**src/rtl/mem_arbiter.sv**
```systemverilog
// rtl/mem_arbiter.sv - shared single-port SRAM arbiter, MEM-stage priority over instruction fetch
module mem_arbiter #(
    parameter int unsigned ACCESS_CYCLES = 2
) (
    input  logic        CLK,
    input  logic        RST,
    input  logic        if_req,
    input  logic [15:0] if_addr,
    output logic        if_ack,
    output logic [15:0] if_rdata,
    input  logic        mem_req,
    input  logic        mem_we,
    input  logic [15:0] mem_addr,
    input  logic [15:0] mem_wdata,
    output logic        mem_ack,
    output logic [15:0] mem_rdata,
    output logic        ram_ce,
    output logic        ram_we,
    output logic [15:0] ram_addr,
    output logic [15:0] ram_wdata,
    input  logic [15:0] ram_rdata,
    output logic        stall_o,
    output logic        busy_o
);

    localparam logic [3:0] ACC_LOAD = 4'(ACCESS_CYCLES);

    typedef enum logic [1:0] {
        IDLE    = 2'd0,
        MEM_ACC = 2'd1,
        IF_ACC  = 2'd2,
        DONE    = 2'd3
    } state_t;

    state_t      state_q, state_d;
    logic [3:0]  cnt_q, cnt_d;
    logic        we_q, we_d;
    logic [15:0] addr_q, addr_d;
    logic [15:0] wdata_q, wdata_d;
    logic        owner_mem_q, owner_mem_d;
    logic [15:0] if_rdata_q, if_rdata_d;
    logic [15:0] mem_rdata_q, mem_rdata_d;
    logic        in_access;

    always_ff @(posedge CLK) begin
        if (RST) begin
            state_q     <= IDLE;
            cnt_q       <= 4'd0;
            we_q        <= 1'b0;
            addr_q      <= 16'h0000;
            wdata_q     <= 16'h0000;
            owner_mem_q <= 1'b0;
            if_rdata_q  <= 16'h0000;
            mem_rdata_q <= 16'h0000;
        end else begin
            state_q     <= state_d;
            cnt_q       <= cnt_d;
            we_q        <= we_d;
            addr_q      <= addr_d;
            wdata_q     <= wdata_d;
            owner_mem_q <= owner_mem_d;
            if_rdata_q  <= if_rdata_d;
            mem_rdata_q <= mem_rdata_d;
        end
    end

    always_comb begin
        state_d     = state_q;
        cnt_d       = cnt_q;
        we_d        = we_q;
        addr_d      = addr_q;
        wdata_d     = wdata_q;
        owner_mem_d = owner_mem_q;
        if_rdata_d  = if_rdata_q;
        mem_rdata_d = mem_rdata_q;
        case (state_q)
            IDLE: begin
                if (mem_req) begin
                    state_d     = MEM_ACC;
                    cnt_d       = ACC_LOAD;
                    we_d        = mem_we;
                    addr_d      = mem_addr;
                    wdata_d     = mem_wdata;
                    owner_mem_d = 1'b1;
                end else if (if_req) begin
                    // A fetch leaves the write-data register untouched.
                    state_d     = IF_ACC;
                    cnt_d       = ACC_LOAD;
                    we_d        = 1'b0;
                    addr_d      = if_addr;
                    owner_mem_d = 1'b0;
                end
            end
            MEM_ACC, IF_ACC: begin
                cnt_d = cnt_q - 4'd1;
                if (cnt_q <= 4'd1) begin
                    state_d = DONE;
                    if (state_q == IF_ACC) begin
                        if_rdata_d = ram_rdata;
                    end else if (!we_q) begin
                        mem_rdata_d = ram_rdata;
                    end
                end
            end
            DONE: begin
                state_d = IDLE;
            end
            default: begin
                state_d = IDLE;
            end
        endcase
    end

    assign in_access = (state_q == MEM_ACC) || (state_q == IF_ACC);

    assign ram_ce    = in_access;
    assign ram_we    = in_access && we_q;
    assign ram_addr  = addr_q;
    assign ram_wdata = wdata_q;

    assign mem_ack   = (state_q == DONE) && owner_mem_q;
    assign if_ack    = (state_q == DONE) && !owner_mem_q;
    assign mem_rdata = mem_rdata_q;
    assign if_rdata  = if_rdata_q;

    assign busy_o    = (state_q != IDLE);
    assign stall_o   = (if_req & ~if_ack) | (mem_req & ~mem_ack);

endmodule

```
**config.mk**
```make
export PLATFORM = sky130hd
export DESIGN_NAME = mem_arbiter
export DESIGN_NICKNAME = d
export VERILOG_FILES = /design/src/rtl/mem_arbiter.sv
export SDC_FILE = /design/constraint.sdc
export NUM_CORES = 1
export LEC_CHECK = 0
export ABC_AREA = 1
export CORE_MARGIN = 5
export CORE_UTILIZATION = 45
export DETAILED_ROUTE_END_ITERATION = 12
export DONT_BUFFER_PORTS = 1
export MAX_ROUTING_LAYER = met4
export REMOVE_ABC_BUFFERS = 1
export SETUP_SLACK_MARGIN = 0.02
export SYNTH_ARGS = -nofsm -noshare
export SYNTH_HDL_FRONTEND = slang
export SYNTH_SLANG_ARGS = --single-unit
```
**constraint.sdc**
```tcl
create_clock -name CLK -period 1.4 [get_ports CLK]
set_input_delay 0.07 -clock CLK [delete_from_list [all_inputs] [get_ports CLK]]
set_output_delay 0.07 -clock CLK [all_outputs]
set_load 0.01 [all_outputs]
```
## After elaboration in Yosys (flattened, before gate mapping)

Index checks and enable logic that the tools add are counted.
Widths: inputs -> output; s select.

| word-level totals | value |
|---|---|
| word-level logic and storage cells | 50 |
| register bits | 72 |
| input bits | 69 |
| output and inout bits | 70 |

| operators by class | value |
|---|---|
| add/subtract/negate cells | 1 |
| equal/unequal tests | 5 |
| multiplexer cells | 12 |
| $lt $le $gt $ge | 1 |
| bitwise operators | 7 |
| reduce and logical (&&, ||, !) cells | 16 |

Operators with widths:

| operator | number |
|---|---|
| $mux 16 | 2 |
| $mux 4 | 2 |
| $pmux 4 s2 | 1 |
| $reduce_and 2->1 | 4 |
| $mux 2 | 3 |
| $pmux 2 s3 | 1 |
| $reduce_bool 2->1 | 3 |
| $eq 2x2->1 const B | 2 |
| $le 4x1->1 const B | 1 |
| $not 1->1 | 4 |
| $reduce_and 4->1 | 1 |
| $sub 4x1->4 const B | 1 |
| $logic_and 1x1->1 | 3 |
| $mux 1 | 3 |
| $ne 3x3->1 const B | 1 |
| $reduce_and 3->1 | 1 |
| $and 1x1->1 | 2 |
| $eq 2x1->1 const B | 1 |
| $logic_not 2->1 | 1 |
| $ne 2x2->1 const B | 1 |
| $reduce_or 2->1 | 1 |
| $logic_not 1->1 | 1 |
| $logic_or 1x1->1 | 1 |
| $or 1x1->1 | 1 |

## Logic depth before layout (Yosys ltp)

Gate-level depths: netlist of run 1.

| logic depth | value |
|---|---|
| depth after elaboration | 5 |
| mapped depth | 9 |
| depth with buffers taken out | 9 |

## Worst setup path before layout of run 1

OpenSTA, ideal clock, no wires.

| path | value |
|---|---|
| path kind | reg-to-reg |
| start point | register state_q[1] |
| end point | register mem_rdata_q[10], in the netlist mem_rdata[10] |
| cell stages (with the launch flop) | 8 |
| required time | 1,336 ps |
| path slack | -28 ps |
| library setup time | 64 ps |
| buffers on the path | 1 |
| clock period less this slack | 1,428 ps |
| data arrival time | 1,365 ps |
| cell sequence | dfxtp_1 > inv_1 > ha_1 > nand3_1 > nor2_4 > buf_6 > nor2_1 > nor2_1 |

| between the ends | value |
|---|---|
| word-level cells in the longest chain between the ends | 3 |
| elaborated cells on any way between the ends | 5 |
| those cells by class | eq/ne: 2; bitwise: 1; reduce/logical: 2 |

Ends and longest elaborated chain:

| what | line | RTL |
|---|---|---|
| from (decl) | 35 | `state_t state_q, state_d;` |
| from (signal assigned) | 56 | `state_q <= state_d;` |
| $eq 2x2->1 or $eq 2x1->1 (tied branches) | 76, 98 |  |
| $reduce_or 2->1 or $not 1->1 (tied branches) | -- |  |
| $reduce_and 4->1 (no line) (*) | -- |  |
| to (signal assigned) | 63 | `mem_rdata_q <= mem_rdata_d;` |
| to (decl) | 42 | `logic [15:0] mem_rdata_q, mem_rdata_d;` |

Mark *: on every way between the ends. The rest lies on a longest branch, timed or not.
A chain may end at the register's enable or synchronous reset.

## Worst setup path after layout of run 1

| path | value |
|---|---|
| start point | register state_q[1] |
| end point | register mem_rdata_q[14], in the netlist mem_rdata[14] |

Same word-level chain as after synthesis.

==> results of run 1 <==
[where the power goes]
group	switching [W]	leakage (nW)	total [W]	internal, W
clock network	0.000802	0.101	0.00172	0.000914
registers	0.000770	0.593	0.00347	0.00270
logic	0.00215	1.52	0.00416	0.00201
[final timing paths]
check / start / to / slack (ns) / cells after the start
worst max-delay path: state_q[1]$_SDFFE_PP0P_ / mem_rdata[14]$_SDFFE_PP0P_ / -0.02 / 8
worst min register to register: mem_rdata[13]$_SDFFE_PP0P_ / mem_rdata[13]$_SDFFE_PP0P_ / 0.53 / 2
worst min-delay path: RST / ram_wdata[4]$_SDFFE_PP0P_ / 0.03 / 3
worst max register to register: state_q[1]$_SDFFE_PP0P_ / mem_rdata[14]$_SDFFE_PP0P_ / -0.02 / 8
[routing by layer]
layer  wire (microns)  track usage (%)
met5                0                -
met3             1000             8.57
met1             3890             25.5
met2             4550             37.0
met4              113             7.22
[synthesized netlist by cell type, types with 6 or more instances]
cell	n
dfxtp_1	72
nand2_1	97
nand4_1	16
buf_2	10
nor2_1	106
clkbuf_1	6
o211a_1	16
a21oi_1	9
nand3_1	22
o21ai_0	19
inv_1	49
[critical path, delay by kind of cell, from the launching register on]
family | cells | cell delay, ns
buffers and inverters | 3 | 0.35
AND/OR/NAND/NOR | 4 | 0.45
flip-flops | 1 | 0.33
adder cells (fa/ha/maj) | 1 | 0.20
[final cells by class]
class | count | share of cell area [%]
multi-input combinational | 300 | 34.4
sequential | 72 | 31.4
timing repair buffer | 96 | 22.8
inverter | 51 | 4.32
clock buffer | 11 | 3.29
tap | 96 | 2.61
clock inverter | 5 | 1.20
[registers in the layout, indices dropped and copies added, names as in the netlist]
signal / count
cnt_q: 4
we_q: 1
ram_wdata: 16
mem_rdata: 16
if_rdata: 16
ram_addr: 16
owner_mem_q: 1
state_q: 2
[stage by stage]
stage                     hold slack [ns]  total power, W  util (%)  setup TNS (ns)
after global placement              0.142         0.00614      49.2           -1.40
after CTS                          0.0205         0.00876      64.8               0
after floorplan                     0.139         0.00526         -          -19.01
final                              0.0308         0.00934      67.4         -0.0178
after global routing               0.0246          0.0100      67.4           -1.14
after detailed placement            0.144         0.00623      49.2           -2.81
[timing repair]
item,4_1_cts,5_1_grt
setup buffers,3,4
gates cloned,2,1
hold buffers,68,0
pin swaps,5,19
hold endpoints to repair,69,0
setup endpoints to repair,57,72
resized for setup,22,45
[kinds of logic (layout without fill, tap and decap cells)]
family	after synthesis	in the layout	share of synthesized area, %
AOI/OAI and AO/OA	45	45	9.65
adders and majority gates	5	5	1.97
buffers and inverters	74	163	9.97
DFF	72	72	45.4
and+or+nand+nor	250	250	33.0
==> impl_metrics.ini, run 1 <==
[outcome]
outcome = finished, violations left
violations = negative setup slack

[yosys]
synth_area_sq_mm = 0.00318
yosys.area.top_type = dfxtp_1
ys.flop_type = dfxtp_1
ys_types = 22
synth-async-reset-ratio_pct = 0
synth_edf_count = 0
yosysWarningCount = 0
synthCells = 446
synth-seq-area-share_pct = 45.4
ys_ff_latch = 72
syn_area_per_cell_sq_um = 7.12
synth_area_leaders = dfxtp_1 (45%), nor2_1 (13%), nand2_1 (11%)
synth_top_area_share_pct = 45.4

[placed_design]
io_buffers = 0
placed_cell_area_sq_mm = 0.00336
finalWeightedCongestion = 0.777
place_inst = 538
hpwl_mm = 5.36
pre_cts_ws_ns = -0.186

[timing]
maxSlewHeadroom_pct = 62.6
fin_skew_ns = 0.0119
min_period_ns = 1.42
worst_slack_ns = -0.0178
setup_viol = 1
finalMaxSlewViolations = 0
rsz0062_at_grt = true
hold_violations = 0
fin_crit_sh_pct = 101
tightestPinTransition_ns = 0.562
timing.fmax_ghz = 0.705

[clock_network]
clock-sinks = 72
tritoncts = built
cts.reportedPaths.clkPinSlew_ns = 0.08
clk_latency_ns = 0.35
htreeDepth = 3
clockBufferDepth = 2
root_buffer = clkbuf_8
cts_buffers = 9

[setup_path]
worstSetupPathType = reg -> reg
worst_path_max_delay_cell = dfxtp_2
crit_path_max_incr_delay_ns = 0.33
critical_path.max_fanout = 8
setup.worst_path.start_class = flip-flop
worstPathRequired_ns = 1.67
crit_chain = buf_4, ha_2, nor2_4, inv_1, nor2_4, buf_12, nor2_1, nor2_1
arrival_ns = 1.69
cp-end-kind = flip-flop

[routing]
antenna_left = 0
drt_iter0_markers = 169
via_per_inst = 5.00
vias = 3157
drt-wirelength-per-cell_microns = 15.1
drt_wl_total_mm = 9.56
drtPass1Iterations = 5
post-route-drc-count = 0

[final_layout]
final_area_sq_mm = 0.00460
syn_to_final_growth_pct = 45.0
seq_area_sq_mm = 0.00145
final_cell_mix = nor2_1 (100), nand2_1 (85), dfxtp_1 (68)
num-fill-cells = 563
final_common_cell = nor2_1
drive_gt1_share_pct = 17.6
stdcell_count = 631
nNetsFinal = 604
multiInputGateArea_sq_mm = 0.00158
n_antenna_cell = 0

[floorplan]
num_rows = 30
start_util_pct = 46.5
core_sq_mm = 0.00683
io_pins = 139
die_width_microns = 94.0
die-area_sq_mm = 0.00884
die_h_microns = 94.0

[job]
cap_violations = 0

[global_routing]
antenna_found_initial = 0
grt_max_degree = 37
grt_pass1_vias = 3214
grt_usage_pct = 22.6
grt_first_pass_wirelength_mm = 15.3
grt_remaining_overflow = 0

[pwr]
peakVddDrop_mv = 0.889
powerDensity_mw_per_mm2 = 2030
power_leakage_nw = 2.22

[worst_hold_path]
hold_path_class = in -> reg
No activity file was read; power rests on OpenSTA's default activity.
==> run 2: changes to the inputs <==
SKIP_CTS_REPAIR_TIMING = 1   (was default)
==> run 2 against run 1 <==
Clock power about the same. The run ends with negative hold slack left. Critical path depth down 3. Core utilization down 1.7 points. Flip-flop and latch count unchanged. Global-route usage down 4.4 points. Maximum frequency up 1.5%. Sequential share of layout area up 0.81 points. Highest routed layer unchanged. Worst hold slack worse by 0.064 ns. Total power down 1.4%. Final cell count down 1.3%.
==> impl_metrics.ini, run 2 (same netlist as run 1, synthesis figures left out) <==
[timing]
hold-worst-slack_ns = -0.0335
setup_viol = 0
fin_crit_sh_pct = 99.7
hold_violations = 14
min_period_ns = 1.40
fin_skew_ns = 0.00899
timing.fmax_ghz = 0.716
tightestPinTransition_ns = 0.416
rsz0062_at_grt = true
maxSlewHeadroom_pct = 72.2
finalMaxSlewViolations = 0

[routing]
drt_iter0_markers = 104
drtPass1Iterations = 5
vias = 3085
via_per_inst = 4.95
post-route-drc-count = 0
drt-wirelength-per-cell_microns = 14.7
drt_wl_total_mm = 9.15
antenna_left = 0

[clock_network]
clk_latency_ns = 0.34
cts_buffers = 9
root_buffer = clkbuf_8
clock-sinks = 72
tritoncts = built
clockBufferDepth = 2
cts.reportedPaths.clkPinSlew_ns = 0.08
htreeDepth = 3

[job]
cap_violations = 0

[pwr]
internal-power_w = 0.00556
peakVddDrop_mv = 0.898
combPwrFrac_pct = 43.8
power_leakage_nw = 2.17
clockPowerShare_pct = 18.6
powerDensity_mw_per_mm2 = 2050
seq_power_share_pct = 37.6
p_sw_w = 0.00365
swShare_pct = 39.7

[final_layout]
final_core_util_pct = 65.7
n_antenna_cell = 0
syn_to_final_growth_pct = 41.3
nNetsFinal = 596
stdcell_count = 623
final_cell_mix = nor2_1 (102), nand2_1 (91), dfxtp_1 (68)
drive_gt1_share_pct = 16.3
final_common_cell = nor2_1

[outcome]
outcome = finished, violations left
violations = negative hold slack

[worst_hold_path]
hold_path_class = in -> reg

[global_routing]
grt_first_pass_wirelength_mm = 12.5
grt_pass1_vias = 2697
grt_max_degree = 37
grt_usage_pct = 18.2
antenna_found_initial = 0
grt_remaining_overflow = 0

[floorplan]
start_util_pct = 46.5
num_rows = 30
die-area_sq_mm = 0.00884
core_sq_mm = 0.00683
io_pins = 139
die_h_microns = 94.0
die_width_microns = 94.0

[setup_path]
arrival_ns = 1.33
worstPathRequired_ns = 1.33
cp-end-kind = output pin
critical_path.max_fanout = 6
worstSetupPathType = reg -> out
setup.worst_path.start_class = flip-flop

[placed_design]
place_inst = 538
io_buffers = 0
hpwl_mm = 5.36
finalWeightedCongestion = 0.777
## run 2: cell types whose count changed in the layout (fill, tap and decap cells not counted), sizes merged
| cell | before | now |
|---|---|---|
| bufbuf | 1 | 0 |
| dlygate4sd3 | 67 | 59 |
| clkbuf | 12 | 14 |
| dlymetal6s4s | 1 | 0 |
## run 2: final cells by class
cell class | instances | area (sq um)
Fill cell | 584 | 2340
Multi-Input combinational cell | 300 | 1550
Sequential cell | 72 | 1450
Timing Repair Buffer | 88 | 963
Inverter | 51 | 199
Clock buffer | 11 | 151
Tap cell | 96 | 120
Clock inverter | 5 | 55.1
## run 2: worst max-delay path, stage by stage (launching register included)
cell and delay (ns):
dfxtp_2 0.34, inv_2 0.05, ha_4 0.32, buf_12 0.14
nand2_4 0.05, inv_4 0.08
## run 2: worst paths after layout
path | from | endpoint | slack, ns | cells after the start
setup reg to reg | state_q[0]$_SDFFE_PP0P_ | mem_rdata[3]$_SDFFE_PP0P_ | 0.03 | 7
setup / recovery | state_q[0]$_SDFFE_PP0P_ | ram_we | 0.004 | 5
hold reg to reg | mem_rdata[13]$_SDFFE_PP0P_ | mem_rdata[13]$_SDFFE_PP0P_ | 0.53 | 2
hold / removal | ram_rdata[8] | mem_rdata[8]$_SDFFE_PP0P_ | -0.03 | 4
## run 2: metrics by stage
stage	TNS (ns)	setup slack [ns]	power, W	instance area (sq um)
finish	0	0.00363	0.00921	4490
global route	-0.411	-0.0449	0.00987	4490
CTS	-3.82	-0.241	0.00795	3570
detailed placement	-2.81	-0.186	0.00623	3360
global placement	-1.40	-0.0979	0.00614	3360
floorplan	-19.01	-0.621	0.00526	3050
## run 2: power groups by stage
stage               Sequential, W  Combinational [W]  Clock, W
finish                    0.00346            0.00404   0.00171
global route              0.00354            0.00450   0.00184
CTS                       0.00342            0.00278   0.00175
detailed placement        0.00347            0.00276         0
global placement          0.00346            0.00268         0
floorplan                 0.00331            0.00194         0
## run 2: routing by layer
metal / GRT usage [%] / wire length, microns / part of all wire (%) / up-vias
met3: 7.53 / 891 / 9.7 / 9
met2: 28.5 / 4360 / 48 / 116
met5: - / 0 / 0 / -
li1: - / - / - / 1551
met4: 6.86 / 99 / 1.1 / 0
met1: 20.9 / 3800 / 42 / 1409
